--- config.mk ---
export PLATFORM = sky130hd
export DESIGN_NAME = clk_div_prog
export DESIGN_NICKNAME = d
export VERILOG_FILES = /design/src/rtl/clk_div_prog.sv
export SDC_FILE = /design/constraint.sdc
export NUM_CORES = 1
export LEC_CHECK = 0
export CAP_MARGIN = 0
export CORE_UTILIZATION = 60
export DETAILED_ROUTE_END_ITERATION = 10
export HOLD_SLACK_MARGIN = 0.05
export PLACE_DENSITY = 0.82
export SYNTH_ARGS = -nofsm -noshare
export SYNTH_HDL_FRONTEND = slang
export SYNTH_SLANG_ARGS = --single-unit
--- constraint.sdc ---
create_clock -name clk -period 11.2 [get_ports clk]
set_input_delay 2.24 -clock clk [delete_from_list [all_inputs] [get_ports clk]]
set_output_delay 2.24 -clock clk [all_outputs]
set_load 0.01 [all_outputs]
--- src/rtl/clk_div_prog.sv ---
// -----------------------------------------------------------------------------
// clk_div_prog
// Multi-channel programmable clock divider. Each channel counts enabled clk
// cycles up to its divisor D and toggles its divided clock on the terminal
// count, giving a half-period of D+1 cycles and a full period of 2*(D+1).
// A divisor of zero halts the channel. Divisors are written one channel at a
// time through a simple strobe interface that acknowledges every write with a
// single-cycle ack (valid channel) or err (channel index out of range).
//
// Optional build macro:
//   CLK_DIV_GLITCHFREE_EN - writes land in a per-channel shadow register and
//                           are transferred to the active divisor only at the
//                           next terminal count or while the channel is halted.
//                           Without it, a write takes effect immediately and
//                           restarts the channel's count from zero.
//
// Parameters:
//   CHANNELS  - number of independent channels (1..16)
//   WIDTH     - counter / divisor width
//   DIV_RESET - divisor loaded into every channel at reset
//
// Ports:
//   clk      - system clock
//   reset    - asynchronous, active-high reset
//   en       - per-channel run enable
//   wr_en    - divisor write strobe
//   wr_ch    - target channel index
//   wr_data  - new divisor value
//   wr_ack   - one-cycle pulse, write accepted
//   wr_err   - one-cycle pulse, write rejected (wr_ch >= CHANNELS)
//   s_clk    - registered divided clock per channel
//   tick     - registered one-cycle pulse at each s_clk toggle
// -----------------------------------------------------------------------------
module clk_div_prog #(
  parameter int CHANNELS  = 4,
  parameter int WIDTH     = 19,
  parameter int DIV_RESET = 499999,
  localparam int CW       = (CHANNELS > 1) ? $clog2(CHANNELS) : 1
) (
  input  logic                clk,
  input  logic                reset,
  input  logic [CHANNELS-1:0] en,
  input  logic                wr_en,
  input  logic [CW-1:0]       wr_ch,
  input  logic [WIDTH-1:0]    wr_data,
  output logic                wr_ack,
  output logic                wr_err,
  output logic [CHANNELS-1:0] s_clk,
  output logic [CHANNELS-1:0] tick
);

  localparam logic [WIDTH-1:0] DIV_INIT = WIDTH'(DIV_RESET);
  // One bit wider than wr_ch so that CHANNELS itself is representable.
  localparam logic [CW:0]      CH_LIMIT = (CW + 1)'(CHANNELS);

  logic wr_hit;
  logic wr_ack_reg;
  logic wr_err_reg;

  assign wr_hit = wr_en && ({1'b0, wr_ch} < CH_LIMIT);

  // Write handshake: exactly one of ack/err for each strobe, one cycle later.
  always_ff @(posedge clk or posedge reset) begin
    if (reset) begin
      wr_ack_reg <= 1'b0;
      wr_err_reg <= 1'b0;
    end else begin
      wr_ack_reg <= wr_hit;
      wr_err_reg <= wr_en && !wr_hit;
    end
  end

  assign wr_ack = wr_ack_reg;
  assign wr_err = wr_err_reg;

  genvar gi;
  generate
    for (gi = 0; gi < CHANNELS; gi++) begin : g_ch
      localparam logic [CW-1:0] CH_IDX = CW'(gi);

      logic             wr_sel;
      logic             halted;
      logic             term;
      logic [WIDTH-1:0] div_reg,   div_next;
      logic [WIDTH-1:0] cnt_reg,   cnt_next;
      logic             s_clk_reg, s_clk_next;
      logic             tick_reg,  tick_next;

      assign wr_sel = wr_hit && (wr_ch == CH_IDX);
      assign halted = (div_reg == '0);
      assign term   = en[gi] && !halted && (cnt_reg == div_reg);

`ifdef CLK_DIV_GLITCHFREE_EN
      logic [WIDTH-1:0] shadow_reg,     shadow_next;
      logic             shadow_vld_reg, shadow_vld_next;
      logic             load_pending;
      logic [WIDTH-1:0] load_value;

      // A write arriving in the same cycle as a transfer point is treated as
      // the newest shadow content, so it takes effect at that transfer.
      assign load_pending = wr_sel || shadow_vld_reg;
      assign load_value   = wr_sel ? wr_data : shadow_reg;

      always_comb begin
        div_next        = div_reg;
        cnt_next        = cnt_reg;
        s_clk_next      = s_clk_reg;
        tick_next       = 1'b0;
        shadow_next     = shadow_reg;
        shadow_vld_next = shadow_vld_reg;
        if (wr_sel) begin
          shadow_next     = wr_data;
          shadow_vld_next = 1'b1;
        end
        if (halted) begin
          cnt_next = '0;
          if (load_pending) begin
            div_next        = load_value;
            shadow_vld_next = 1'b0;
          end
        end else if (term) begin
          // The toggle completing now was timed with the old divisor.
          cnt_next   = '0;
          s_clk_next = ~s_clk_reg;
          tick_next  = 1'b1;
          if (load_pending) begin
            div_next        = load_value;
            shadow_vld_next = 1'b0;
          end
        end else if (en[gi]) begin
          cnt_next = cnt_reg + WIDTH'(1);
        end
      end

      always_ff @(posedge clk or posedge reset) begin
        if (reset) begin
          shadow_reg     <= '0;
          shadow_vld_reg <= 1'b0;
        end else begin
          shadow_reg     <= shadow_next;
          shadow_vld_reg <= shadow_vld_next;
        end
      end
`else
      always_comb begin
        div_next   = div_reg;
        cnt_next   = cnt_reg;
        s_clk_next = s_clk_reg;
        tick_next  = 1'b0;
        if (wr_sel) begin
          // Immediate reload restarts the half-period; a coinciding terminal
          // count is deliberately swallowed so s_clk does not toggle early.
          div_next = wr_data;
          cnt_next = '0;
        end else if (halted) begin
          cnt_next = '0;
        end else if (term) begin
          cnt_next   = '0;
          s_clk_next = ~s_clk_reg;
          tick_next  = 1'b1;
        end else if (en[gi]) begin
          cnt_next = cnt_reg + WIDTH'(1);
        end
      end
`endif

      always_ff @(posedge clk or posedge reset) begin
        if (reset) begin
          div_reg   <= DIV_INIT;
          cnt_reg   <= '0;
          s_clk_reg <= 1'b0;
          tick_reg  <= 1'b0;
        end else begin
          div_reg   <= div_next;
          cnt_reg   <= cnt_next;
          s_clk_reg <= s_clk_next;
          tick_reg  <= tick_next;
        end
      end

      assign s_clk[gi] = s_clk_reg;
      assign tick[gi]  = tick_reg;
    end
  endgenerate

endmodule

==> results by group, run 1 <==
Run status
  – Outcome: completed

Drt
  – Router iterations before antenna repair: 5
  – Initial DRC count: 455
  – DR WL/cell: 19.7 um
  – Final WL: 18800 um
  – Drt drc: 0
  – Total number of vias: 5838
  – Vias/cell: 6.11
  – ANT nets after route: 0

Pwr
  – Leak: 4.04 nW
  – Worst vdd ir: 0.139 mV
  – Pwr dens: 177 mW/mm^2

Timing
  – Worst-Margin Slew: 1.01 ns
  – Worst Hold Slack: 0.464 ns
  – Final min period: 4.13 ns
  – Setup TNS: 0 ns
  – Max Transition Viols Final: 0
  – Period utilization: 36.9%
  – Clk_skew: 0.0103 ns
  – Worst Slack Setup Final: 7.07 ns
  – RSZ-0062 raised after global routing: false
  – Fmax: 0.242 GHz
  – Slew headroom: 32.8%
  – Final Hold Viols: 0
  – Count of final setup violators: 0

Critical path
  – Worst path slowest cell: a211oi_2
  – Crit path largest cell delay: 0.90 ns
  – Crit path cell chain: clkdlybuf4s50_1, and3_1, a211oi_2, nor3_2, xnor2_1, nor2_1
  – CP max FO: 13
  – CP endpoint kind: flop
  – CP Class: primary input to flop
  – Worst-case reg-to-reg path depth: 6
  – Startpoint type of the worst setup path: primary input
  – CP required: 11.49 ns
  – WP data arrival: 4.42 ns

Clock network
  – Clk buf depth: 2
  – CTS tree: built
  – Number of clock sinks: 161
  – Cts bufs inserted: 17
  – CTS HTree Levels: 4
  – PostCTS Resize Cnt: 0
  – Clock latency on the worst-skew pair: 0.43 ns
  – Post-CTS Hold Buffers: 0
  – Root cell of the clock tree: clkbuf_16
  – Setup Fix Bufs, Post-CTS: 0
  – Clock-pin transition on the worst setup and hold timing paths: 0.07 ns

Synthesis
  – Synth Register Bits: 161
  – Post-synth EDFFs: 0
  – Largest cells by area after synthesis: dfrtp_1 35%, dfstp_2 14%, xor2_1 12%, mux2_2 10%, nand4_1 3.2%
  – Ys async rst share: 100%
  – Avg Cell Area, Syn: 11.2 um^2
  – Largest area contributor in the netlist: dfrtp_1
  – Mapped cell area: 0.00830 mm^2
  – Share of the synthesized area in the top cell type: 35.3%
  – Post-synth top flop: dfrtp_1
  – Yosys warns: 0
  – Yosys cell types: 55
  – Post-synthesis instance total: 742
  – Seq/Total Area, Yosys: 49.2%
  – Syn_nets: 774

Die
  – Ports: 38
  – Core area: 0.0133 mm^2
  – Rows: 42
  – Die H: 120 um
  – Die ar.: 0.0143 mm^2
  – Die Width: 120 um
  – Initial Utilization: 62.2%

Global routing
  – Vias in the first global route: 5983
  – First-pass GRT wire length: 31100 um
  – Initial antenna violation count: 0
  – GR Overflow Total: 0
  – Tot GR Track Use: 28.4%
  – Largest net degree at the start of global routing: 99

Final layout
  – N_diodes: 0
  – Util after Layout: 70.4%
  – Final std cells w/o fill: 955
  – Layout fillers: 946
  – Fin nets: 798
  – Share of cells above drive strength 1: 24.4%
  – P&R area growth vs syn: 13.2%

Min path
  – Hold WC Path Type: flop to flop
  – Hold depth: 1

Placement
  – # placed instances: 923
  – GP Congestion: 0.889
  – DP Worst Slack: 6.66 ns
  – Hpwl dp: 12900 um
  – I/O Buffers: 36

Flow run
  – Max cap viols: 0
==> worst max-delay path: cells and delay by family <==
kind	cells	cell delay (ns)
buffers and inverters	1	0.50
xor gates and xnor gates	1	0.19
and+or+nand+nor	3	0.58
AOI/OAI and AO/OA	1	0.90
==> worst paths after layout <==
check	start	endpoint	slack (ns)
hold reg to reg	g_ch[2].s_clk_reg	g_ch[2].s_clk_reg	0.46
min in group asynchronous	reset	g_ch[3].s_clk_reg	2.40
setup reg to reg	g_ch[2].div_reg[11]	g_ch[2].cnt_reg[10]	8.82
setup / recovery	wr_en	g_ch[3].cnt_reg[15]	7.07
max in group asynchronous	reset	g_ch[0].cnt_reg[1]	7.47
hold / removal	g_ch[2].s_clk_reg	g_ch[2].s_clk_reg	0.46
==> metal layers <==
metal / up-vias / part of all wire, % / GRT usage [%] / wire [um]
li1: 2655 / - / - / -
met1: 2949 / 43 / 36.8 / 8110
met2: 193 / 49 / 47.0 / 9280
met3: 41 / 5.4 / 6.42 / 1020
met4: 0 / 2.1 / 9.84 / 403
met5: - / 0 / 0 / 0
==> layout by cell type, fill, tap and decap left out, types with 13 or more instances in the layout <==
cell	n
nand2_1	30
xor2_1	110
dfstp_2	44
mux2_2	76
clkdlybuf4s50_1	36
nor2_1	71
nand4_1	43
nor3_2	14
nand3_1	23
xnor2_1	30
and3_1	13
nor4_1	28
clkbuf_16	21
dfrtp_1	117
==> stage by stage <==
stage | total power, mW | instance area [um^2]
floorplan | 0.939 | 8300
global placement | 1.00 | 8730
detailed placement | 1.02 | 8730
CTS | 1.67 | 9400
global route | 1.73 | 9400
finish | 1.66 | 9400
==> cells in the mapped netlist, types with 13 or more instances <==
| library cell | instances |
|---|---|
| nand4_1 | 43 |
| dfrtp_1 | 117 |
| dfstp_2 | 44 |
| mux2_2 | 76 |
| nand2_1 | 30 |
| nor2_1 | 71 |
| nor4_1 | 28 |
| buf_2 | 14 |
| nand3_1 | 23 |
| and3_1 | 13 |
| xor2_1 | 110 |
| xnor2_1 | 30 |
| nor3_2 | 14 |
==> layout make-up <==
type	count	area, um^2	share of cell area, %
Clock buffer	22	529	5.63
Clock inverter	10	140	1.49
Inverter	7	31.3	0.333
Multi-Input combinational cell	537	3990	42.4
Sequential cell	161	4080	43.5
Tap cell	176	220	2.34
Timing Repair Buffer	42	405	4.31
==> report_power, final <==
group,switching [mW],leakage (nW),internal [mW]
combinational,0.121,1.71,0.121
sequential,0.0962,2.01,0.680
clock,0.239,0.319,0.404
total,0.456,4.04,1.21
==> logic make-up (layout without fill, tap and decap cells) <==
family          count (synthesis)  after routing  synth area share [%]
compound gates                 39             39                  3.26
xor+xnor                      140            140                  14.8
fa+ha+maj                       4              4                 0.603
buf+inv                        44             81                  2.80
flops                         161            161                  49.2
mux                            76             76                  10.3
other cells                     1              1                0.0452
simple gates                  277            277                  19.0
(Power assumes the default switching activity.)
==> run 2: changes to the inputs <==
--- a/config.mk
+++ b/config.mk
@@ -6,10 +6,10 @@
 export NUM_CORES = 1
 export LEC_CHECK = 0
 export CAP_MARGIN = 0
-export CORE_UTILIZATION = 60
+export CORE_UTILIZATION = 55
 export DETAILED_ROUTE_END_ITERATION = 10
 export HOLD_SLACK_MARGIN = 0.05
-export PLACE_DENSITY = 0.82
+export PLACE_DENSITY = 0.79
 export SYNTH_ARGS = -nofsm -noshare
 export SYNTH_HDL_FRONTEND = slang
 export SYNTH_SLANG_ARGS = --single-unit
==> constraint.sdc (replaced) <==
create_clock -name clk -period 3.7 [get_ports clk]
set_input_delay 0.74 -clock clk [delete_from_list [all_inputs] [get_ports clk]]
set_output_delay 0.74 -clock clk [all_outputs]
set_load 0.01 [all_outputs]
==> results by group, run 2 (same netlist as run 1, synthesis figures left out) <==
Drt
  – DR WL/cell: 19.5 um (was 19.7 um)
  – Vias/cell: 6.02 (was 6.11)
  – Final WL: 18800 um (about the same)
  – ANT nets after route: 0 (unchanged)
  – Router iterations before antenna repair: 8 (was 5)
  – Drt drc: 6 (was 0)
  – Initial DRC count: 412 (was 455)
  – Total number of vias: 5807 (was 5838)

Critical path
  – Worst-case reg-to-reg path depth: 5 (was 6)
  – CP endpoint kind: flop (unchanged)
  – WP data arrival: 3.14 ns (was 4.42 ns)
  – CP required: 4.04 ns (was 11.49 ns)
  – CP max FO: 13 (unchanged)
  – Startpoint type of the worst setup path: primary input (unchanged)
  – Crit path largest cell delay: 0.92 ns (was 0.90 ns)
  – CP Class: primary input to flop (unchanged)
  – Crit path cell chain: clkdlybuf4s50_1, and3_1, a211oi_2, o21ai_0, a21oi_1 (was clkdlybuf4s50_1, and3_1, a211oi_2, nor3_2, xnor2_1, nor2_1)
  – Worst path slowest cell: a211oi_2 (unchanged)

Timing
  – Setup TNS: 0 ns (unchanged)
  – Worst Slack Setup Final: 0.896 ns (was 7.07 ns)
  – Max Transition Viols Final: 0 (unchanged)
  – Final min period: 2.80 ns
  – Clk_skew: 0.00853 ns (was 0.0103 ns)
  – Fmax: 0.357 GHz
  – Worst Hold Slack: 0.462 ns (was 0.464 ns)
  – Worst-Margin Slew: 1.05 ns (was 1.01 ns)
  – Slew headroom: 29.8% (was 32.8%)
  – Count of final setup violators: 0 (unchanged)
  – RSZ-0062 raised after global routing: false (unchanged)
  – Period utilization: 75.8%
  – Final Hold Viols: 0 (unchanged)

Pwr
  – Pwr dens: 516 mW/mm^2 (was 177 mW/mm^2)
  – Total power: 4.84 mW (was 1.66 mW)
  – Leak: 4.02 nW (was 4.04 nW)
  – Worst vdd ir: 0.391 mV (was 0.139 mV)

Placement
  – DP Worst Slack: 0.611 ns (was 6.66 ns)
  – Hpwl dp: 13300 um (was 12900 um)
  – # placed instances: 933 (was 923)
  – GP Congestion: 0.902 (was 0.889)
  – Placed cell area: 0.00878 mm^2 (was 0.00873 mm^2)
  – I/O Buffers: 36 (unchanged)

Clock network
  – Setup Fix Bufs, Post-CTS: 0 (unchanged)
  – CTS HTree Levels: 4 (unchanged)
  – Clk buf depth: 2 (unchanged)
  – Root cell of the clock tree: clkbuf_16 (unchanged)
  – Cts bufs inserted: 17 (unchanged)
  – CTS tree: built (unchanged)
  – Post-CTS Hold Buffers: 0 (unchanged)
  – PostCTS Resize Cnt: 0 (unchanged)
  – Clock-pin transition on the worst setup and hold timing paths: 0.06 ns (was 0.07 ns)
  – Number of clock sinks: 161 (unchanged)
  – Clock latency on the worst-skew pair: 0.43 ns (about the same)

Die
  – Die ar.: 0.0156 mm^2 (was 0.0143 mm^2)
  – Core area: 0.0146 mm^2 (was 0.0133 mm^2)
  – Die H: 125 um (was 120 um)
  – Rows: 44 (was 42)
  – Ports: 38 (unchanged)
  – Die Width: 125 um (was 120 um)
  – Initial Utilization: 56.7% (was 62.2%)

Global routing
  – Tot GR Track Use: 25.8% (was 28.4%)
  – First-pass GRT wire length: 31200 um (was 31100 um)
  – Initial antenna violation count: 0 (unchanged)
  – Largest net degree at the start of global routing: 68 (was 99)
  – Vias in the first global route: 5991 (was 5983)
  – GR Overflow Total: 0 (unchanged)

Final layout
  – Layout fillers: 1115 (was 946)
  – Util after Layout: 64.0% (was 70.4%)
  – Post-route design area: 0.00937 mm^2 (was 0.00940 mm^2)
  – Share of cells above drive strength 1: 24.3% (was 24.4%)
  – Final std cells w/o fill: 965 (was 955)
  – Leading cell type in the layout, fill and taps excluded: dfrtp_1 (unchanged)
  – P&R area growth vs syn: 12.9% (was 13.2%)
  – Fin nets: 800 (was 798)
  – Commonest non-fill, non-tap cells in the layout: 117 x dfrtp_1, 110 x xor2_1, 76 x mux2_2 (unchanged)
  – N_diodes: 0 (unchanged)

Min path
  – Hold WC Path Type: flop to flop (unchanged)
  – Hold depth: 1 (unchanged)

Flow run
  – Max cap viols: 0 (unchanged)

Run status
  – Outcome: finished, violations left (was completed)
  – Failing checks: DRC
[run 2: path summary, 6_finish.rpt]
| check | startpoint | endpoint | slack (ns) |
|---|---|---|---|
| max | wr_en | g_ch[3].cnt_reg[3] | 0.90 |
| min | g_ch[0].s_clk_reg | g_ch[0].s_clk_reg | 0.46 |
| max reg2reg | g_ch[3].div_reg[13] | g_ch[3].cnt_reg[3] | 1.37 |
| min reg2reg | g_ch[0].s_clk_reg | g_ch[0].s_clk_reg | 0.46 |
| max in group asynchronous | reset | g_ch[3].div_reg[17] | 2.08 |
| min in group asynchronous | reset | g_ch[1].div_reg[6] | 0.74 |
[run 2: worst max-delay path, delay by kind of cell]
kind | cells | cell delay [ns]
compound gates | 3 | 1.48
simple gates | 1 | 0.39
buf+inv | 1 | 0.52
[run 2: final cells by class]
class                      instances  area [um^2]  area share [%]
clock inverter                     8          100            1.07
tap                              184          230            2.46
timing repair buffer              44          445            4.75
clock buffer                      24          492            5.25
sequential                       161         4080            43.6
multi-input combinational        537         3990            42.6
inverter                           7         30.0           0.320
[run 2: metal layers]
layer | vias up | routed length (um) | track usage [%]
met2 | 172 | 9330 | 42.1
met4 | 0 | 272 | 8.32
li1 | 2655 | - | -
met3 | 27 | 951 | 5.67
met1 | 2953 | 8240 | 34.2
met5 | - | 0 | 0
[run 2: power breakdown]
part | internal (mW) | switching (mW) | total (mW)
Combinational | 0.371 | 0.367 | 0.738
Clock | 1.07 | 0.688 | 1.75
Sequential | 2.06 | 0.285 | 2.34
==> run 3: changes to the inputs <==
--- a/config.mk
+++ b/config.mk
@@ -6,10 +6,10 @@
 export NUM_CORES = 1
 export LEC_CHECK = 0
 export CAP_MARGIN = 0
-export CORE_UTILIZATION = 55
+export CORE_UTILIZATION = 60
 export DETAILED_ROUTE_END_ITERATION = 10
 export HOLD_SLACK_MARGIN = 0.05
-export PLACE_DENSITY = 0.79
+export PLACE_DENSITY = 0.82
 export SYNTH_ARGS = -nofsm -noshare
 export SYNTH_HDL_FRONTEND = slang
 export SYNTH_SLANG_ARGS = --single-unit
==> constraint.sdc (replaced) <==
create_clock -name clk -period 2.6 [get_ports clk]
set_input_delay 0.52 -clock clk [delete_from_list [all_inputs] [get_ports clk]]
set_output_delay 0.52 -clock clk [all_outputs]
set_load 0.01 [all_outputs]
==> results by group, run 3 (same netlist as run 1, synthesis figures left out) <==
Timing
  – Period utilization: 86.1%
  – Worst Hold Slack: 0.467 ns (was 0.462 ns)
  – Worst Slack Setup Final: 0.360 ns (was 0.896 ns)
  – Setup TNS: 0 ns (unchanged)
  – Final Hold Viols: 0 (unchanged)
  – Worst-Margin Slew: 0.687 ns (was 1.05 ns)
  – Clk_skew: 0.00605 ns (was 0.00853 ns)
  – RSZ-0062 raised after global routing: false (unchanged)
  – Final min period: 2.24 ns
  – Slew headroom: 54.2% (was 29.8%)
  – Count of final setup violators: 0 (unchanged)
  – Fmax: 0.446 GHz
  – Max Transition Viols Final: 0 (unchanged)

Placement
  – Hpwl dp: 13100 um (was 13300 um)
  – DP Worst Slack: 0.170 ns (was 0.611 ns)
  – I/O Buffers: 36 (unchanged)
  – GP Congestion: 0.929 (was 0.902)
  – Placed cell area: 0.00884 mm^2 (was 0.00878 mm^2)
  – # placed instances: 933 (unchanged)

Final layout
  – Final std cells w/o fill: 965 (unchanged)
  – Leading cell type in the layout, fill and taps excluded: dfrtp_1 (unchanged)
  – Share of cells above drive strength 1: 25.5% (was 24.3%)
  – Post-route design area: 0.00953 mm^2 (was 0.00937 mm^2)
  – Footprint of the multi-input gates: 0.00399 mm^2 (unchanged)
  – Sequential cell area: 0.00408 mm^2 (unchanged)
  – Fin nets: 808 (was 800)
  – N_diodes: 0 (unchanged)
  – P&R area growth vs syn: 14.9% (was 12.9%)
  – Commonest non-fill, non-tap cells in the layout: 117 x dfrtp_1, 110 x xor2_1, 76 x mux2_2 (unchanged)
  – Layout fillers: 922 (was 1115)
  – Util after Layout: 71.4% (was 64.0%)

Pwr
  – Total power: 7.31 mW (was 4.84 mW)
  – Psw: 1.95 mW (was 1.34 mW)
  – Comb power frac: 14.5% (was 15.3%)
  – Sw Share: 26.7% (was 27.7%)
  – Share of total power in the clock network: 39.6% (was 36.3%)
  – Reg power frac: 45.9% (was 48.5%)
  – Worst vdd ir: 0.622 mV (was 0.391 mV)
  – Pwr dens: 766 mW/mm^2 (was 516 mW/mm^2)
  – Leak: 4.11 nW (was 4.02 nW)
  – Cell-internal power: 5.36 mW (was 3.50 mW)

Clock network
  – Cts bufs inserted: 17 (unchanged)
  – PostCTS Resize Cnt: 0 (unchanged)
  – Number of clock sinks: 161 (unchanged)
  – Clock-pin transition on the worst setup and hold timing paths: 0.06 ns (about the same)
  – CTS HTree Levels: 4 (unchanged)
  – Setup Fix Bufs, Post-CTS: 0 (unchanged)
  – CTS tree: built (unchanged)
  – Clock latency on the worst-skew pair: 0.43 ns (about the same)
  – Root cell of the clock tree: clkbuf_16 (unchanged)
  – Clk buf depth: 2 (unchanged)
  – Post-CTS Hold Buffers: 0 (unchanged)

Global routing
  – Initial antenna violation count: 0 (unchanged)
  – Vias in the first global route: 6036 (was 5991)
  – GR Overflow Total: 0 (unchanged)
  – First-pass GRT wire length: 31000 um (was 31200 um)
  – Largest net degree at the start of global routing: 83 (was 68)
  – Tot GR Track Use: 28.2% (was 25.8%)

Min path
  – Hold path endpoint: g_ch[2].s_clk_reg (was g_ch[0].s_clk_reg)
  – Hold_sp: g_ch[2].s_clk_reg (was g_ch[0].s_clk_reg)
  – Hold WC Path Type: flop to flop (unchanged)
  – Hold depth: 1 (unchanged)

Drt
  – Initial DRC count: 512 (was 412)
  – Total number of vias: 5868 (was 5807)
  – Vias/cell: 6.08 (was 6.02)
  – Drt drc: 0 (was 6)
  – Router iterations before antenna repair: 5 (was 8)
  – DR WL/cell: 19.3 um (was 19.5 um)
  – ANT nets after route: 0 (unchanged)
  – Final WL: 18600 um (was 18800 um)

Critical path
  – Worst r2r dst: g_ch[1].cnt_reg[15] (was g_ch[3].cnt_reg[3])
  – CP endpoint kind: flop (unchanged)
  – Critical R2R Launch: g_ch[1].div_reg[5] (was g_ch[3].div_reg[13])
  – Worst-case reg-to-reg path depth: 6 (was 5)
  – CP required: 2.91 ns (was 4.04 ns)
  – CP Class: flop to flop (was primary input to flop)
  – CP max FO: 17 (was 13)
  – Startpoint type of the worst setup path: flop (was primary input)
  – R2r setup slk: 0.36 ns (was 1.37 ns)
  – WP data arrival: 2.55 ns (was 3.14 ns)

Die
  – Ports: 38 (unchanged)
  – Initial Utilization: 62.2% (was 56.7%)
  – Die ar.: 0.0143 mm^2 (was 0.0156 mm^2)
  – Die H: 120 um (was 125 um)
  – Core area: 0.0133 mm^2 (was 0.0146 mm^2)
  – Die Width: 120 um (was 125 um)
  – Rows: 42 (was 44)

Run status
  – Outcome: completed (was finished, violations left)

Flow run
  – Max cap viols: 0 (unchanged)
-- run 3: worst max-delay path by stage --
| stage | depth (start not counted) | start | end |
|---|---|---|---|
| 2_1_floorplan | 1 | reset | g_ch[0].cnt_reg[0] |
| 3_3_place_gp | 7 | wr_ch[0] | g_ch[3].cnt_reg[10] |
| 3_5_place_dp | 7 | wr_ch[0] | g_ch[3].cnt_reg[11] |
| 4_1_cts | 6 | g_ch[1].div_reg[5] | g_ch[1].cnt_reg[15] |
| 5_1_grt | 5 | g_ch[2].div_reg[5] | g_ch[2].cnt_reg[18] |
| 6_report | 6 | g_ch[1].div_reg[5] | g_ch[1].cnt_reg[15] |
-- run 3: worst max-delay path, stage by stage, from the launching register on --
cell	delay, ns
dfrtp_1	0.41
nor4_1	0.36
nand4_1	0.25
o21ai_2	0.61
nand4_1	0.25
xor2_1	0.20
nor2_1	0.06
-- run 3: layer usage --
layer	share of wire [%]	up-vias	global-route usage, %
li1	-	2678	-
met1	43	2982	37.2
met2	50	177	46.2
met3	5.0	31	6.61
met4	1.5	0	8.91
met5	0	-	0
-- run 3: power groups by stage --
stage          Sequential (mW)  Clock [mW]  Combinational, mW
2_1_floorplan             3.22           0              0.823
3_3_place_gp              3.36           0              0.993
3_5_place_dp              3.38           0               1.04
4_1_cts                   3.35        2.93               1.06
5_1_grt                   3.40        3.03               1.16
6_report                  3.35        2.89               1.06
-- run 3: area by class of cell --
type | instances | area share (%)
clock inverters | 12 | 2.38
inverters | 7 | 0.315
multi-input cells | 537 | 41.8
clock buffers | 20 | 4.90
well taps | 176 | 2.31
repair buffers | 52 | 5.43
flip-flops and latches | 161 | 42.8
